[src/rtl/exec_pkg.sv]
// Shared opcodes, FSM state type and branch shift for the execute_pipe stage.
package exec_pkg;

   localparam logic [3:0] ALU_AND   = 4'b0000;
   localparam logic [3:0] ALU_OR    = 4'b0001;
   localparam logic [3:0] ALU_ADD   = 4'b0010;
   localparam logic [3:0] ALU_SUB   = 4'b0110;
   localparam logic [3:0] ALU_PASSB = 4'b0111;
   localparam logic [3:0] ALU_NOR   = 4'b1100;
   localparam logic [3:0] ALU_MUL   = 4'b1000;

   localparam int unsigned BR_SHIFT = 2;

   typedef enum logic [0:0] {
      IDLE = 1'b0,
      MUL  = 1'b1
   } exec_state_t;

endpackage

[src/rtl/mul_iter.sv]
// Iterative shift-add multiplier: N iterations after start, returns the low N bits of a*b.
module mul_iter #(
   parameter int unsigned N = 64
) (
   input  logic         clk_i,
   input  logic         rst_ni,
   input  logic         start_i,
   input  logic         abort_i,
   input  logic [N-1:0] a_i,
   input  logic [N-1:0] b_i,
   output logic         busy_o,
   output logic         done_o,
   output logic [N-1:0] product_o
);

   localparam int unsigned CntW = $clog2(N + 1);

   logic [N-1:0]    mcand_q;
   logic [N-1:0]    mplier_q;
   logic [N-1:0]    acc_q;
   logic [CntW-1:0] cnt_q;
   logic            busy_q;
   logic [N-1:0]    acc_sum;
   logic            last_iter;

   always_comb begin
      acc_sum   = mplier_q[0] ? (acc_q + mcand_q) : acc_q;
      last_iter = busy_q && (cnt_q == CntW'(N - 1));
   end

   // Product is the accumulator after the final add, so it is valid in the done cycle.
   assign busy_o    = busy_q;
   assign done_o    = last_iter;
   assign product_o = acc_sum;

   always_ff @(posedge clk_i or negedge rst_ni) begin
      if (!rst_ni) begin
         mcand_q  <= '0;
         mplier_q <= '0;
         acc_q    <= '0;
         cnt_q    <= '0;
         busy_q   <= 1'b0;
      end else if (abort_i) begin
         cnt_q  <= '0;
         busy_q <= 1'b0;
      end else if (start_i && !busy_q) begin
         mcand_q  <= a_i;
         mplier_q <= b_i;
         acc_q    <= '0;
         cnt_q    <= '0;
         busy_q   <= 1'b1;
      end else if (busy_q) begin
         acc_q    <= acc_sum;
         mcand_q  <= mcand_q << 1;
         mplier_q <= mplier_q >> 1;
         cnt_q    <= cnt_q + CntW'(1);
         if (last_iter) begin
            busy_q <= 1'b0;
         end
      end
   end

endmodule

[src/rtl/execute_pipe.sv]
// Registered LEGv8 execute stage with EX/MEM output register and valid/ready handshake.
// Define EXEC_MUL_EN to compile in the multi-cycle MUL operation (opcode 1000).
module execute_pipe
   import exec_pkg::*;
#(
   parameter int unsigned N = 64
) (
   input  logic         clk,
   input  logic         reset,
   input  logic         flush,
   input  logic         in_valid,
   output logic         in_ready,
   input  logic         AluSrc,
   input  logic [3:0]   AluControl,
   input  logic [N-1:0] PC_E,
   input  logic [N-1:0] signImm_E,
   input  logic [N-1:0] readData1_E,
   input  logic [N-1:0] readData2_E,
   output logic         out_valid,
   input  logic         out_ready,
   output logic [N-1:0] PCBranch_M,
   output logic [N-1:0] aluResult_M,
   output logic [N-1:0] writeData_M,
   output logic         zero_M
);

   logic [N-1:0] alu_b;
   logic [N-1:0] alu_res;
   logic [N-1:0] pc_branch;
   logic         accept;
   logic         accept_alu;

   logic         out_valid_q;
   logic [N-1:0] pcb_q;
   logic [N-1:0] res_q;
   logic [N-1:0] wd_q;
   logic         zero_q;

   always_comb begin
      alu_b     = AluSrc ? signImm_E : readData2_E;
      pc_branch = PC_E + (signImm_E << BR_SHIFT);
      case (AluControl)
         ALU_AND:   alu_res = readData1_E & alu_b;
         ALU_OR:    alu_res = readData1_E | alu_b;
         ALU_ADD:   alu_res = readData1_E + alu_b;
         ALU_SUB:   alu_res = readData1_E - alu_b;
         ALU_PASSB: alu_res = alu_b;
         ALU_NOR:   alu_res = ~(readData1_E | alu_b);
         default:   alu_res = '0;
      endcase
   end

`ifdef EXEC_MUL_EN
   exec_state_t  state_q;
   logic         is_mul;
   logic         mul_start;
   logic         mul_busy;
   logic         mul_done;
   logic [N-1:0] mul_product;
   logic [N-1:0] pcb_hold_q;
   logic [N-1:0] wd_hold_q;

   always_comb begin
      in_ready   = (state_q == IDLE) && !mul_busy && !flush && (!out_valid_q || out_ready);
      accept     = in_valid && in_ready;
      is_mul     = (AluControl == ALU_MUL);
      mul_start  = accept && is_mul;
      accept_alu = accept && !is_mul;
   end

   mul_iter #(
      .N(N)
   ) u_mul_iter (
      .clk_i     (clk),
      .rst_ni    (reset),
      .start_i   (mul_start),
      .abort_i   (flush),
      .a_i       (readData1_E),
      .b_i       (alu_b),
      .busy_o    (mul_busy),
      .done_o    (mul_done),
      .product_o (mul_product)
   );
`else
   always_comb begin
      in_ready   = !flush && (!out_valid_q || out_ready);
      accept     = in_valid && in_ready;
      accept_alu = accept;
   end
`endif

   always_ff @(posedge clk or negedge reset) begin
      if (!reset) begin
         out_valid_q <= 1'b0;
         pcb_q       <= '0;
         res_q       <= '0;
         wd_q        <= '0;
         zero_q      <= 1'b0;
`ifdef EXEC_MUL_EN
         state_q     <= IDLE;
         pcb_hold_q  <= '0;
         wd_hold_q   <= '0;
`endif
      end else if (flush) begin
         out_valid_q <= 1'b0;
`ifdef EXEC_MUL_EN
         state_q     <= IDLE;
`endif
      end else begin
         if (accept_alu) begin
            out_valid_q <= 1'b1;
            pcb_q       <= pc_branch;
            res_q       <= alu_res;
            wd_q        <= readData2_E;
            zero_q      <= (alu_res == '0);
`ifdef EXEC_MUL_EN
         end else if (mul_done) begin
            out_valid_q <= 1'b1;
            pcb_q       <= pcb_hold_q;
            res_q       <= mul_product;
            wd_q        <= wd_hold_q;
            zero_q      <= (mul_product == '0);
`endif
         end else if (out_ready) begin
            out_valid_q <= 1'b0;
         end
`ifdef EXEC_MUL_EN
         // Branch target and store data are captured at accept; operands may change during MUL.
         if (mul_start) begin
            pcb_hold_q <= pc_branch;
            wd_hold_q  <= readData2_E;
            state_q    <= MUL;
         end else if (mul_done) begin
            state_q    <= IDLE;
         end
`endif
      end
   end

   assign out_valid   = out_valid_q;
   assign PCBranch_M  = pcb_q;
   assign aluResult_M = res_q;
   assign writeData_M = wd_q;
   assign zero_M      = zero_q;

endmodule

[config.mk]
export PLATFORM = sky130hd
export DESIGN_NAME = execute_pipe
export DESIGN_NICKNAME = d
export VERILOG_FILES = /design/src/rtl/exec_pkg.sv /design/src/rtl/mul_iter.sv /design/src/rtl/execute_pipe.sv
export SDC_FILE = /design/constraint.sdc
export NUM_CORES = 1
export LEC_CHECK = 0
export ABC_CLOCK_PERIOD_IN_PS = 3100
export CORE_MARGIN = 5
export CORE_UTILIZATION = 33
export CTS_BUF_LIST = sky130_fd_sc_hd__clkbuf_16
export DETAILED_ROUTE_END_ITERATION = 8
export SLEW_MARGIN = 20
export SYNTH_ARGS = -nofsm -noshare
export SYNTH_HDL_FRONTEND = slang
export SYNTH_HIERARCHICAL = 1
export SYNTH_SLANG_ARGS = --single-unit
[constraint.sdc]
create_clock -name clk -period 3.1 [get_ports clk]
set_clock_uncertainty 0.1 [all_clocks]
set_input_delay 0.62 -clock clk [delete_from_list [all_inputs] [get_ports clk]]
set_output_delay 0.62 -clock clk [all_outputs]
set_load 0.01 [all_outputs]
==> impl_metrics.json, run 1 <==
{
  "hp-start": "readData2_E[0]",
  "violations": "setup timing",
  "met2_usage": 0.4882,
  "grt.total_usage": 0.3260,
  "cts_tree": "built",
  "cts_root_buffer": "clkbuf_16",
  "crit_path_max_fanout": 7,
  "path_clk_slew_ps": 90,
  "layout_setup_ws_ps": -2564,
  "drv_slew": 0,
  "hold_class": "in2reg",
  "use_met1": 0.4801,
  "syn_nets": 3053,
  "fin_crit_sh": 1.827,
  "synthFlopType": "dfrtp_1",
  "placed_cell_area_um2": 32580,
  "postLayoutCellArea_um2": 38700,
  "syn-cell-area_um2": 20060,
  "hold_violations": 0,
  "viasPerCell": 5.538,
  "status": "finished, violations left",
  "htreeDepth": 4,
  "core_um2": 60250,
  "slowest_stage": "or4_4",
  "start_util": 0.3329,
  "cts_buffers": 17,
  "synthMostInstantiatedCell": "nand2_1",
  "ys_seq_area_frac": 0.2421,
  "insertion_delay_ps": 510,
  "max_cap_viol_count": 0,
  "place.gp.congestion": 1.003,
  "io_buffers": 460,
  "drtIter0Drc": 2462,
  "ant_nets": 0,
  "grt_pass1_vias": 25920,
  "required_ps": 3450,
  "synth_common_cells": "nand2_1 (517), o21ai_0 (227), a21oi_1 (202)",
  "fin_hold_ws_ps": 326.9,
  "finalSetupViolCount": 76,
  "ys_ff_latch": 194,
  "rows": 90,
  "busiest_layer": "met2",
  "critPathCaptureType": "flop",
  "antenna_found_initial": 15,
  "drt_first_pass_iters": 5,
  "grt_pass1_wl_um": 166200,
  "ios": 461,
  "avgSynthCellArea_um2": 7.545,
  "gr-total-overflow": 0,
  "drc": 0,
  "reg2reg_from": "out_valid$_DFFE_PN0P_",
  "cp-startpoint": "AluSrc",
  "die_w_um": 256.5,
  "vias": 27060,
  "fin_nets": 4470,
  "grt_max_degree": 86,
  "path_class": "in2reg",
  "cpPeakStageDelay_ps": 430,
  "synthToLayoutAreaGrowth_pct": 92.98,
  "arrival_ps": 6020,
  "met3_usage": 0.06838,
  "fmaxAchievable_ghz": 0.1766,
  "vdd_ir_drop_max_uv": 434.3,
  "p_per_area_nw_per_um2": 378.7,
  "worst_slew_pin_slew_ps": 927.8,
  "drive_above_1_share": 0.4374,
  "wl_per_cell_um": 23.55,
  "wl_um": 115100,
  "synth.distinct_cells": 97,
  "die_area_um2": 65810,
  "ys_warn_count": 6,
  "leakage_nw": 17.34,
  "clk_path_buf_depth": 2,
  "synth.largest_area_cell": "dfrtp_1",
  "die_h_um": 256.5,
  "crit_path_start_kind": "input port",
  "synth-edff-count": 0,
  "syn_inst": 2658,
  "period_minus_slack_ps": 5664,
  "slew-limit-headroom": 0.3815,
  "yosys.area.top_type_share": 0.2421,
  "hpwlAfterDp_um": 90540,
  "rsz0062_at_grt": "true",
  "fill_cells": 5080,
  "async_reset_ff_frac": 1.000,
  "crit_top_cell": "buf_4",
  "synthTopCellsByArea": "dfrtp_1 (24%), nand2_1 (9.7%), ha_1 (7.9%)",
  "cts_sinks": 194
}
## layout by cell type (no fill, tap or decap), types with 19 or more instances in the layout
| master | Yosys | layout |
|---|---|---|
| mux2_2 | 30 | 21 |
| inv_1 | 75 | 70 |
| xnor2_1 | 96 | 54 |
| nor2_1 | 129 | 106 |
| ha_4 | 0 | 58 |
| a22o_1 | 31 | 31 |
| a21oi_2 | 1 | 70 |
| xor2_1 | 50 | 36 |
| nand2_2 | 2 | 19 |
| nand3_1 | 52 | 39 |
| o21ai_2 | 1 | 53 |
| o21ai_4 | 0 | 22 |
| nand2_1 | 517 | 484 |
| mux2i_1 | 53 | 47 |
| a21o_1 | 60 | 59 |
| clkdlybuf4s50_1 | 0 | 371 |
| a21oi_1 | 202 | 103 |
| or3_1 | 41 | 32 |
| maj3_1 | 48 | 48 |
| o21ai_1 | 6 | 57 |
| buf_4 | 0 | 950 |
| dfrtp_1 | 194 | 194 |
| buf_6 | 6 | 131 |
| nand4_1 | 60 | 60 |
| nor3_1 | 69 | 49 |
| o21a_1 | 27 | 25 |
| o21bai_1 | 24 | 23 |
| o21ai_0 | 227 | 102 |
| dlygate4sd2_1 | 0 | 50 |
| o31ai_1 | 35 | 23 |
| xnor2_2 | 0 | 34 |
| a21oi_4 | 0 | 30 |
| ha_1 | 127 | 61 |
## flip-flops by register name, indices dropped and copies added (netlist names)
| name | count |
|---|---|
| PCBranch_M | 64 |
| zero_M | 1 |
| writeData_M | 64 |
| aluResult_M | 64 |
| out_valid | 1 |
## repair_timing
item,4_1_cts,5_1_grt
hold buffers,1,0
endpoints found under the setup margin,99,94
resized for setup,667,364
buffers inserted,142,75
pin swaps,274,287
endpoints found under the hold margin,36,0
## routing by layer
layer  wire length (um)  vias up
met1              52800    13270
li1                   -    12520
met4               2534        0
met3               9670      121
met5                  0        -
met2              50050     1144
## final cells by class
| class | count | area (um^2) | share of cell area |
|---|---|---|---|
| Clock buffer | 17 | 425.4 | 0.01099 |
| Inverter | 76 | 287.8 | 0.007436 |
| Tap cell | 782 | 978.4 | 0.02528 |
| Antenna cell | 16 | 40.04 | 0.001035 |
| Timing Repair Buffer | 1558 | 13470 | 0.3481 |
| Multi-Input combinational cell | 2228 | 18480 | 0.4774 |
| Sequential cell | 194 | 4855 | 0.1254 |
| Clock inverter | 15 | 166.4 | 0.004300 |
## final timing paths
kind,endpoint,slack [ps],cells after the start
min in group asynchronous,aluResult_M[0]$_DFFE_PN0P_,490,2
worst min register to register,aluResult_M[43]$_DFFE_PN0P_,370,2
worst min-delay path,writeData_M[0]$_DFFE_PN0P_,330,4
max in group asynchronous,PCBranch_M[56]$_DFFE_PN0P_,1690,3
worst max register to register,zero_M$_DFFE_PN0P_,-270,13
worst max-delay path,zero_M$_DFFE_PN0P_,-2560,29
## where the power goes
part / internal, mW / total, mW / leakage [nW] / switching, mW
Clock: 1.15 / 2.51 / 0.296 / 1.36
Combinational: 4.55 / 8.90 / 14.6 / 4.35
Sequential: 2.96 / 3.24 / 2.46 / 0.277
## per-stage QoR
step	std cells	power (mW)	worst slack [ps]	utilization	setup TNS [ps]
2_1_floorplan	2658	6.298	-2420	-	-88580
3_3_place_gp	4658	10.36	-3408	0.5407	-178940
3_5_place_dp	4658	10.42	-3538	0.5407	-183320
4_1_cts	4815	13.88	-2444	0.6060	-79760
5_1_grt	4884	15.31	-2619	0.6423	-95000
6_report	4886	14.66	-2564	0.6424	-86090
## kinds of logic (layout without fill, tap and decap cells)
kind of cell / after synthesis / in the layout / share of synthesized area
XOR/XNOR: 146 / 146 / 0.06376
multiplexers: 90 / 90 / 0.04910
other: 0 / 16 / 0
flip-flops: 194 / 194 / 0.2421
buffers and inverters: 236 / 1666 / 0.04904
AND/OR/NAND/NOR: 1015 / 1015 / 0.2364
AO/OA/AOI/OAI: 796 / 796 / 0.2522
adder cells (fa/ha/maj): 181 / 181 / 0.1074
## worst max-delay path, delay by kind of cell
family | cells | cell delay (ps)
AO/OA/AOI/OAI | 3 | 480
buffers and inverters | 10 | 1300
multiplexers | 1 | 240
AND/OR/NAND/NOR | 13 | 2780
adder cells (fa/ha/maj) | 1 | 270
XOR/XNOR | 1 | 320
Note: power is estimated with default switching activity, not from simulation.
==> inputs of run 2 (changes only) <==
--- a/config.mk
+++ b/config.mk
@@ -10,6 +10,7 @@
 export CORE_UTILIZATION = 33
 export CTS_BUF_LIST = sky130_fd_sc_hd__clkbuf_16
 export DETAILED_ROUTE_END_ITERATION = 8
+export DONT_BUFFER_PORTS = 1
 export SLEW_MARGIN = 20
 export SYNTH_ARGS = -nofsm -noshare
 export SYNTH_HDL_FRONTEND = slang
==> run 2 against run 1 <==
  * The run ends with hold timing, setup timing left
  * Combinational power shrank 31%
  * Global-route usage down 3.7 points
  * Utilization shrank 14 points
  * Total power fell by 18%
  * Sequential share of layout area up 3.4 points
  * Hold slack lost 620 ps
  * Largest cell class unchanged
==> impl_metrics.json, run 2 (synthesis gave the netlist of run 1 again) <==
{
  "dp_slack_ps": -3189,
  "drv_slew": 0,
  "hold_violations": 194,
  "cts_buffers": 17,
  "grt_max_degree": 195,
  "cpPeakStageDelay_ps": 550,
  "finalSetupViolCount": 66,
  "path_clk_slew_ps": 100,
  "antenna_found_initial": 4,
  "critPathCaptureType": "flop",
  "die_w_um": 256.5,
  "final_cell_mix": "buf_4 (735), nand2_1 (493), dfrtp_1 (194)",
  "place.gp.congestion": 1.018,
  "final_util": 0.5053,
  "io_buffers": 0,
  "vdd_ir_drop_max_uv": 318.9,
  "die_area_um2": 65810,
  "crit_family": "simple AND/OR/NAND/NOR gates",
  "gr-total-overflow": 0,
  "fin_crit_sh": 1.722,
  "crit_path_max_fanout": 107,
  "final_common_cell": "buf_4",
  "clk_path_buf_depth": 2,
  "slowest_stage": "or4b_4",
  "grt_pass1_vias": 22990,
  "fin_nets": 3721,
  "path_class": "in2reg",
  "max_cap_viol_count": 0,
  "drt_first_pass_iters": 6,
  "p_per_area_nw_per_um2": 396.0,
  "cts_sinks": 194,
  "htreeDepth": 4,
  "reg2reg_to": "zero_M$_DFFE_PN0P_",
  "fin_hold_ws_ps": -290.7,
  "fmaxAchievable_ghz": 0.1873,
  "crit_top_cell": "nand4_1",
  "viasPerCell": 5.855,
  "regToRegSetupSlack_ps": -410,
  "period_minus_slack_ps": 5339,
  "start_util": 0.3329,
  "vias": 24150,
  "required_ps": 3460,
  "hpwlAfterDp_um": 80380,
  "synthToLayoutAreaGrowth_pct": 51.79,
  "drc": 0,
  "ant_nets": 0,
  "ios": 461,
  "die_h_um": 256.5,
  "drtIter0Drc": 2498,
  "leakage_nw": 13.59,
  "wl_per_cell_um": 24.78,
  "cts_tree": "built",
  "worst_slew_pin_slew_ps": 921.3,
  "grt_pass1_wl_um": 148500,
  "fin_total_pwr_mw": 12.05,
  "layout_setup_ws_ps": -2239,
  "slew-limit-headroom": 0.3858,
  "core_um2": 60250,
  "hold_class": "in2async",
  "crit_path_start_kind": "input port",
  "reg2reg_from": "out_valid$_DFFE_PN0P_",
  "reg2regPathDepth": 13,
  "violations": "hold timing, setup timing",
  "status": "finished, violations left",
  "grt.total_usage": 0.2888,
  "crit_buf_inv": 1,
  "arrival_ps": 5700,
  "rsz0062_at_grt": "true",
  "path_cells": "or3b_4 -> a21oi_2 -> or4b_4 -> or3_4 -> o31ai_4 -> xnor2_1 -> ha_1 -> nand4_1 -> buf_4 -> or4_1 -> a21o_1 -> a31oi_1 -> a41oi_1 -> mux2i_1 -> nor4_1 -> and4_1 -> nor4b_2 -> nand4_1 -> nor4_2 -> a32o_1",
  "insertion_delay_ps": 500,
  "wl_um": 102200,
  "rows": 90,
  "cts_root_buffer": "clkbuf_16",
  "drive_above_1_share": 0.4014
}
[run 2: final cells by class]
cell class / count / area (um^2)
fillers: 5593 / 29800
multi-input cells: 2228 / 17350
repair buffers: 809 / 6412
flip-flops and latches: 194 / 4855
well taps: 782 / 978.4
clock buffers: 17 / 425.4
inverters: 76 / 287.8
clock inverters: 14 / 127.6
diodes: 4 / 10.01
[run 2: timing repair]
action	in CTS	in global routing
hold endpoints to repair	194	194
gates resized for setup	283	294
endpoints found under the setup margin	67	76
setup buffers	50	64
pin swaps	105	176
[run 2: worst max path at each step]
stage / from / end / slack, ps / cells past startpoint
floorplan: AluSrc / zero_M$_DFFE_PN0P_ / -2420 / 28
global placement: AluSrc / zero_M$_DFFE_PN0P_ / -3250 / 25
detailed placement: AluSrc / zero_M$_DFFE_PN0P_ / -3190 / 25
CTS: AluSrc / zero_M$_DFFE_PN0P_ / -2030 / 25
global route: AluSrc / zero_M$_DFFE_PN0P_ / -2400 / 23
finish: AluSrc / zero_M$_DFFE_PN0P_ / -2240 / 20
[run 2: worst reg2reg max path, delay by kind of cell (launching register included)]
family,cells,cell delay [ps]
and+or+nand+nor,9,2210
AOI/OAI and AO/OA,3,570
DFF,1,400
buffers and inverters,1,200
[run 2: power by group]
| group | switching (mW) | internal [mW] | total (mW) |
|---|---|---|---|
| Clock | 1.24 | 1.05 | 2.29 |
| Sequential | 0.630 | 2.96 | 3.59 |
| Combinational | 3.15 | 3.02 | 6.17 |
| Total | 5.02 | 7.03 | 12.1 |
[run 2: metrics by stage]
| step | setup TNS, ps | hold WS [ps] | area [um^2] | cells |
|---|---|---|---|---|
| 2_1_floorplan | -88580 | 224.4 | 20790 | 2658 |
| 3_3_place_gp | -130130 | 229.7 | 26330 | 3997 |
| 3_5_place_dp | -132980 | 229.1 | 26330 | 3997 |
| 4_1_cts | -64820 | -337.5 | 28590 | 4072 |
| 5_1_grt | -77710 | -318.7 | 30430 | 4120 |
| 6_report | -74090 | -290.7 | 30440 | 4124 |
[run 2: layer usage]
metal	up-vias	track usage	wire length, um
met4	4	0.08858	3602
met1	11760	0.4041	44360
met5	-	0	20
li1	10990	-	-
met3	205	0.07959	10150
met2	1182	0.4346	44060
